<file path="src/rtl/if_fetch_unit_pkg.sv">
// Shared types and constants for the instruction-fetch front end.
// A fetched entry pairs the PC with the instruction word the ROM returned for it.
package if_fetch_unit_pkg;

  localparam int unsigned INST_ADDR_W = 32;
  localparam int unsigned INST_W      = 32;

  localparam logic [INST_W-1:0]      ZERO_WORD        = 32'h0000_0000;
  localparam logic [INST_ADDR_W-1:0] RESET_PC_DEFAULT = 32'h0000_0000;
  localparam logic                   RST_ENABLE       = 1'b1;
  localparam logic                   CHIP_ENABLE      = 1'b1;
  localparam logic                   CHIP_DISABLE     = 1'b0;

  typedef logic [INST_ADDR_W-1:0] inst_addr_t;
  typedef logic [INST_W-1:0]      inst_t;

  typedef struct packed {
    inst_addr_t pc;
    inst_t      inst;
  } fetch_entry_t;

  // The ROM is word-indexed, so redirect targets drop their byte offset.
  function automatic inst_addr_t align_word(input inst_addr_t addr);
    return {addr[INST_ADDR_W-1:2], 2'b00};
  endfunction

endpackage

</file>
<file path="src/rtl/if_fetch_unit_fetch_fifo.sv">
// Prefetch FIFO of {pc, inst} entries: registered storage, head readable with no latency.
// Clear has priority over push/pop; DEPTH must be a power of two so pointers wrap for free.
module fetch_fifo
  import if_fetch_unit_pkg::*;
#(
  parameter  int unsigned DEPTH = 2,
  localparam int unsigned PTR_W = $clog2(DEPTH),
  localparam int unsigned CNT_W = PTR_W + 1
) (
  input  logic             clk,
  input  logic             rst,
  input  logic             push_i,
  input  logic             pop_i,
  input  logic             clear_i,
  input  fetch_entry_t     wdata_i,
  output fetch_entry_t     head_o,
  output logic [CNT_W-1:0] count_o,
  output logic             full_o,
  output logic             empty_o
);

  fetch_entry_t     mem_q [DEPTH];
  logic [PTR_W-1:0] wr_ptr_q, wr_ptr_d;
  logic [PTR_W-1:0] rd_ptr_q, rd_ptr_d;
  logic [CNT_W-1:0] count_q, count_d;

  always_comb begin
    wr_ptr_d = wr_ptr_q;
    rd_ptr_d = rd_ptr_q;
    count_d  = count_q;
    if (clear_i) begin
      wr_ptr_d = '0;
      rd_ptr_d = '0;
      count_d  = '0;
    end else begin
      if (push_i) wr_ptr_d = wr_ptr_q + PTR_W'(1);
      if (pop_i)  rd_ptr_d = rd_ptr_q + PTR_W'(1);
      if (push_i && !pop_i)      count_d = count_q + CNT_W'(1);
      else if (pop_i && !push_i) count_d = count_q - CNT_W'(1);
    end
  end

  always_ff @(posedge clk) begin
    if (rst == RST_ENABLE) begin
      wr_ptr_q <= '0;
      rd_ptr_q <= '0;
      count_q  <= '0;
    end else begin
      wr_ptr_q <= wr_ptr_d;
      rd_ptr_q <= rd_ptr_d;
      count_q  <= count_d;
    end
  end

  // Storage carries no reset; empty slots are never presented.
  always_ff @(posedge clk) begin
    if (push_i && !clear_i) mem_q[wr_ptr_q] <= wdata_i;
  end

  assign head_o  = mem_q[rd_ptr_q];
  assign count_o = count_q;
  assign full_o  = (count_q == CNT_W'(DEPTH));
  assign empty_o = (count_q == '0);

endmodule

</file>
<file path="src/rtl/if_fetch_unit.sv">
// Instruction-fetch front end: drives the ROM, buffers {pc, inst} in a prefetch FIFO
// and hands entries to decode over valid/ready; flush and branch redirect the PC.
module if_fetch_unit
  import if_fetch_unit_pkg::*;
#(
  parameter logic [31:0] RESET_PC   = RESET_PC_DEFAULT,
  parameter int unsigned FIFO_DEPTH = 2
) (
  input  logic        clk,
  input  logic        rst,
  input  logic        flush_i,
  input  logic [31:0] new_pc_i,
  input  logic        branch_flag_i,
  input  logic [31:0] branch_target_addr_i,
  output logic        rom_ce_o,
  output logic [31:0] rom_addr_o,
  input  logic [31:0] rom_inst_i,
  output logic        id_valid_o,
  input  logic        id_ready_i,
  output logic [31:0] id_pc_o,
  output logic [31:0] id_inst_o
);

  localparam int unsigned CNT_W = $clog2(FIFO_DEPTH) + 1;

  inst_addr_t       pc_q, pc_d;
  logic             ce_q;
  logic             redirect_c, push_c, pop_c;
  fetch_entry_t     head;
  logic [CNT_W-1:0] fifo_count;
  logic             fifo_full, fifo_empty;

  assign redirect_c = flush_i | branch_flag_i;
  assign pop_c      = ~fifo_empty & id_ready_i;
  // A full FIFO still accepts a word when decode drains the head in the same cycle.
  assign push_c     = ce_q & ~redirect_c & (~fifo_full | pop_c);

  always_comb begin
    pc_d = pc_q;
    if (flush_i)            pc_d = align_word(new_pc_i);
    else if (branch_flag_i) pc_d = align_word(branch_target_addr_i);
    else if (push_c)        pc_d = pc_q + 32'd4;
  end

  always_ff @(posedge clk) begin
    if (rst == RST_ENABLE) begin
      pc_q <= RESET_PC;
      ce_q <= CHIP_DISABLE;
    end else begin
      pc_q <= pc_d;
      ce_q <= CHIP_ENABLE;
    end
  end

  fetch_fifo #(
    .DEPTH (FIFO_DEPTH)
  ) u_fifo (
    .clk     (clk),
    .rst     (rst),
    .push_i  (push_c),
    .pop_i   (pop_c),
    .clear_i (redirect_c),
    .wdata_i ('{pc: pc_q, inst: rom_inst_i}),
    .head_o  (head),
    .count_o (fifo_count),
    .full_o  (fifo_full),
    .empty_o (fifo_empty)
  );

  assign rom_ce_o   = ce_q;
  assign rom_addr_o = ce_q ? pc_q : ZERO_WORD;
  assign id_valid_o = (fifo_count != CNT_W'(0));
  assign id_pc_o    = id_valid_o ? head.pc   : ZERO_WORD;
  assign id_inst_o  = id_valid_o ? head.inst : ZERO_WORD;

endmodule

</file>
<file path="config.mk">
export PLATFORM = sky130hd
export DESIGN_NAME = if_fetch_unit
export DESIGN_NICKNAME = d
export VERILOG_FILES = /design/src/rtl/if_fetch_unit_pkg.sv /design/src/rtl/if_fetch_unit_fetch_fifo.sv /design/src/rtl/if_fetch_unit.sv
export SDC_FILE = /design/constraint.sdc
export NUM_CORES = 1
export LEC_CHECK = 0
export ABC_AREA = 1
export ABC_CLOCK_PERIOD_IN_PS = 12310
export BUFFER_PORTS_ARGS = -buffer_cell sky130_fd_sc_hd__buf_2
export CAP_MARGIN = 25
export CORE_MARGIN = 4
export CORE_UTILIZATION = 57
export CTS_CLUSTER_DIAMETER = 40
export DETAILED_ROUTE_END_ITERATION = 16
export PLACE_DENSITY = 0.85
export SETUP_SLACK_MARGIN = 0.4
export SYNTH_ARGS = -nofsm -noshare
export SYNTH_HDL_FRONTEND = slang
export SYNTH_SLANG_ARGS = --single-unit
</file>
<file path="constraint.sdc">
create_clock -name clk -period 12.31 [get_ports clk]
set_input_delay 1.231 -clock clk [delete_from_list [all_inputs] [get_ports clk]]
set_output_delay 1.231 -clock clk [all_outputs]
set_load 0.005 [all_outputs]
</file>
==> out/qor.yml <==
initial_utilization: 0.593
yosysTopAreaCell: "edfxtp_1"
die_w_um: 124
synth_flop_cell: "edfxtp_1"
max_slew_margin: 0.454
h-tree-depth: 4
p_seq_frac: 0.517
synth_area_per_cell_um2: 8.88
r2r-start: "rom_ce_o"
tightest_slew_ns: 0.819
r2r_slack_ns: 10.03
power_density_nw_per_um2: 130
rows: 41
critPathRequiredTime_ns: 11.08
post-cts-setup-buffers: 0
pin_count: 199
vias: 6440
grt-ovfl-total: 0
fin_crit_sh: 0.260
r2r_end: "u_fifo.mem_q[1][51]"
synthCells: 857
peakVddDrop_mv: 0.0941
clock_skew_ns: 0.0156
clock.fmax_mhz: 312
portBuffers: 190
reg2reg_depth: 4
gp_congestion: 0.925
drc_errors: 0
tritoncts: "yes"
cp-start-kind: "register"
pwr-share-comb: 0.078
synthArstFlopShare: 0
synth_cell_types: 40
grt_pass1_wl_mm: 28.7
fin_crit_ns: 3.20
rsz0062_at_grt: "no"
dr.pass1.iters: 5
syn_to_final_growth_pct: 21.2
power_mw: 1.20
postPlaceCellArea_um2: 8660
p_leak_nw: 4.04
worst-path-max-fanout: 48
synth_seq_area_share: 0.584
postCtsHoldBufs: 0
yosysTopAreaCellShare: 0.489
p_int_mw: 0.900
wl_mm: 18.6
end_kind: "output pin"
syn_area_um2: 7610
drive_gt1_frac: 0.256
antenna_left: 0
nets: 1133
critical_path_class: "reg -> out"
final_util: 0.719
cts-root-buf: "clkbuf_16"
drv_cap: 0
min_from: "u_fifo.rd_ptr_q"
cts.clk_slew.worst_paths_ns: 0.06
place_hpwl_mm: 12.3
ys_ff_latch: 160
wl_per_cell_um: 15.3
antenna_cells: 0
tns_ns: 0
switching_share: 0.249
finalInstanceArea_um2: 9230
drt_iter0_drc: 474
min_path_type: "reg -> reg"
yosysWarnings: 0
ctsResizeCount: 0
drv_slew: 0
die_area_um2: 15300
clock_power_share: 0.405
synth_common_cells: "nand2_1 (271), edfxtp_1 (124), a21oi_1 (120), nor2_1 (82), inv_1 (51)"
hold_depth: 2
finalSetupViolCount: 0
grt_pass1_vias: 6070
dp_cells: 1182
synth_edf_count: 124
core_region_area_um2: 12800
yosys-top-cells-area: "edfxtp_1 (49%), nand2_1 (13%), dfxtp_1 (9.5%)"
clk_latency_ns: 0.42
fillers: 987
numCtsBuffers: 17
outcome: "completed"
hold_viol: 0
clk_path_buf_depth: 2
arrival_ns: 1.97
track_usage: 0.244
antenna_found_initial: 0
p_sw_mw: 0.298
die_h_um: 124
layoutNonFillerInstCount: 1215
vias_per_cell: 5.30
synth.most_common_cell: "nand2_1"
grt_max_degree: 63
cts_sinks: 160
-- worst max-delay path by stage --
stage | endpoint | from | slack (ns) | cells after the start
2_1_floorplan | u_fifo.mem_q[0][0] | flush_i | 7.56 | 4
3_3_place_gp | u_fifo.mem_q[0][5] | flush_i | 8.88 | 5
3_5_place_dp | pc_q[16] | flush_i | 8.84 | 8
4_1_cts | id_inst_o[3] | register | 9.00 | 4
5_1_grt | id_pc_o[13] | u_fifo.count_o[1] | 8.97 | 4
6_report | id_pc_o[21] | u_fifo.count_o[1] | 9.11 | 4
-- cells by family after synthesis --
kind of cell	synth area share
compound gates	0.114
simple gates	0.234
xor+xnor	0.00921
flops	0.584
other cells	0.000493
buf+inv	0.0549
fa+ha+maj	0.00329
-- registers in the layout (all words and copies together), names as in the netlist, named ones only --
| register | flops |
|---|---|
| u_fifo.mem_q | 124 |
| pc_q | 30 |
| u_fifo.wr_ptr_q | 1 |
| u_fifo.rd_ptr_q | 1 |
| rom_ce_o | 1 |
| u_fifo.count_o | 2 |
-- per-stage QoR --
stage / hold slack, ns / setup WS, ns
floorplan: 0.459 / 7.56
global route: 0.552 / 8.97
finish: 0.505 / 9.11
global placement: 0.459 / 8.88
detailed placement: 0.474 / 8.84
CTS: 0.498 / 9.00
-- critical path, stage by stage (launching register included) --
cell and delay (ns):
dfxtp_1 0.36, nor2_4 0.37, buf_4 0.53, a21oi_1 0.12
buf_2 0.16
-- per-layer routing --
layer  track usage  wire length [um]  vias to the layer above
met1         0.314              7580                     2942
met5             0                 0                        -
met3        0.0503              1590                       26
li1              -                 -                     3177
met4        0.0879               291                        0
met2         0.409              9180                      295
-- area by class of cell --
cell class,count,area [um^2],area share
clock buffers,17,425,0.0461
multi-input cells,596,2780,0.302
inverters,58,218,0.0236
well taps,172,215,0.0233
repair buffers,197,1020,0.110
flip-flops and latches,160,4450,0.482
clock inverters,15,124,0.0134
-- power by group through the flow --
stage / registers [mW] / clock network, mW / logic [mW]
finish: 0.620 / 0.485 / 0.0930
global route: 0.622 / 0.516 / 0.105
CTS: 0.619 / 0.488 / 0.0928
detailed placement: 0.631 / 0 / 0.0918
global placement: 0.630 / 0 / 0.0894
floorplan: 0.624 / 0 / 0.0564
-- cells in the final DEF, fill, tap and decap left out, types with 2 or more instances in the layout --
cell type	n
nand2_1	271
nor2_1	79
buf_4	6
or2_2	2
buf_2	190
inv_1	51
or2_1	2
dfxtp_1	35
inv_6	5
o211ai_1	4
inv_8	2
clkinv_4	2
a21oi_2	4
inv_2	5
xnor2_1	4
nor2_4	11
nor2_2	2
a21oi_1	120
clkinv_2	2
and2_1	2
nor2_8	2
clkinvlp_4	4
edfxtp_1	124
nor3_1	2
ha_1	2
nand3b_1	4
xor2_1	4
o21ai_0	23
nand4_1	2
clkbuf_16	17
nand3_1	26
nand2_2	6
nand2_4	3
clkinv_1	2
o21ai_1	9
conb_1	4
(Power assumes the default switching activity.)
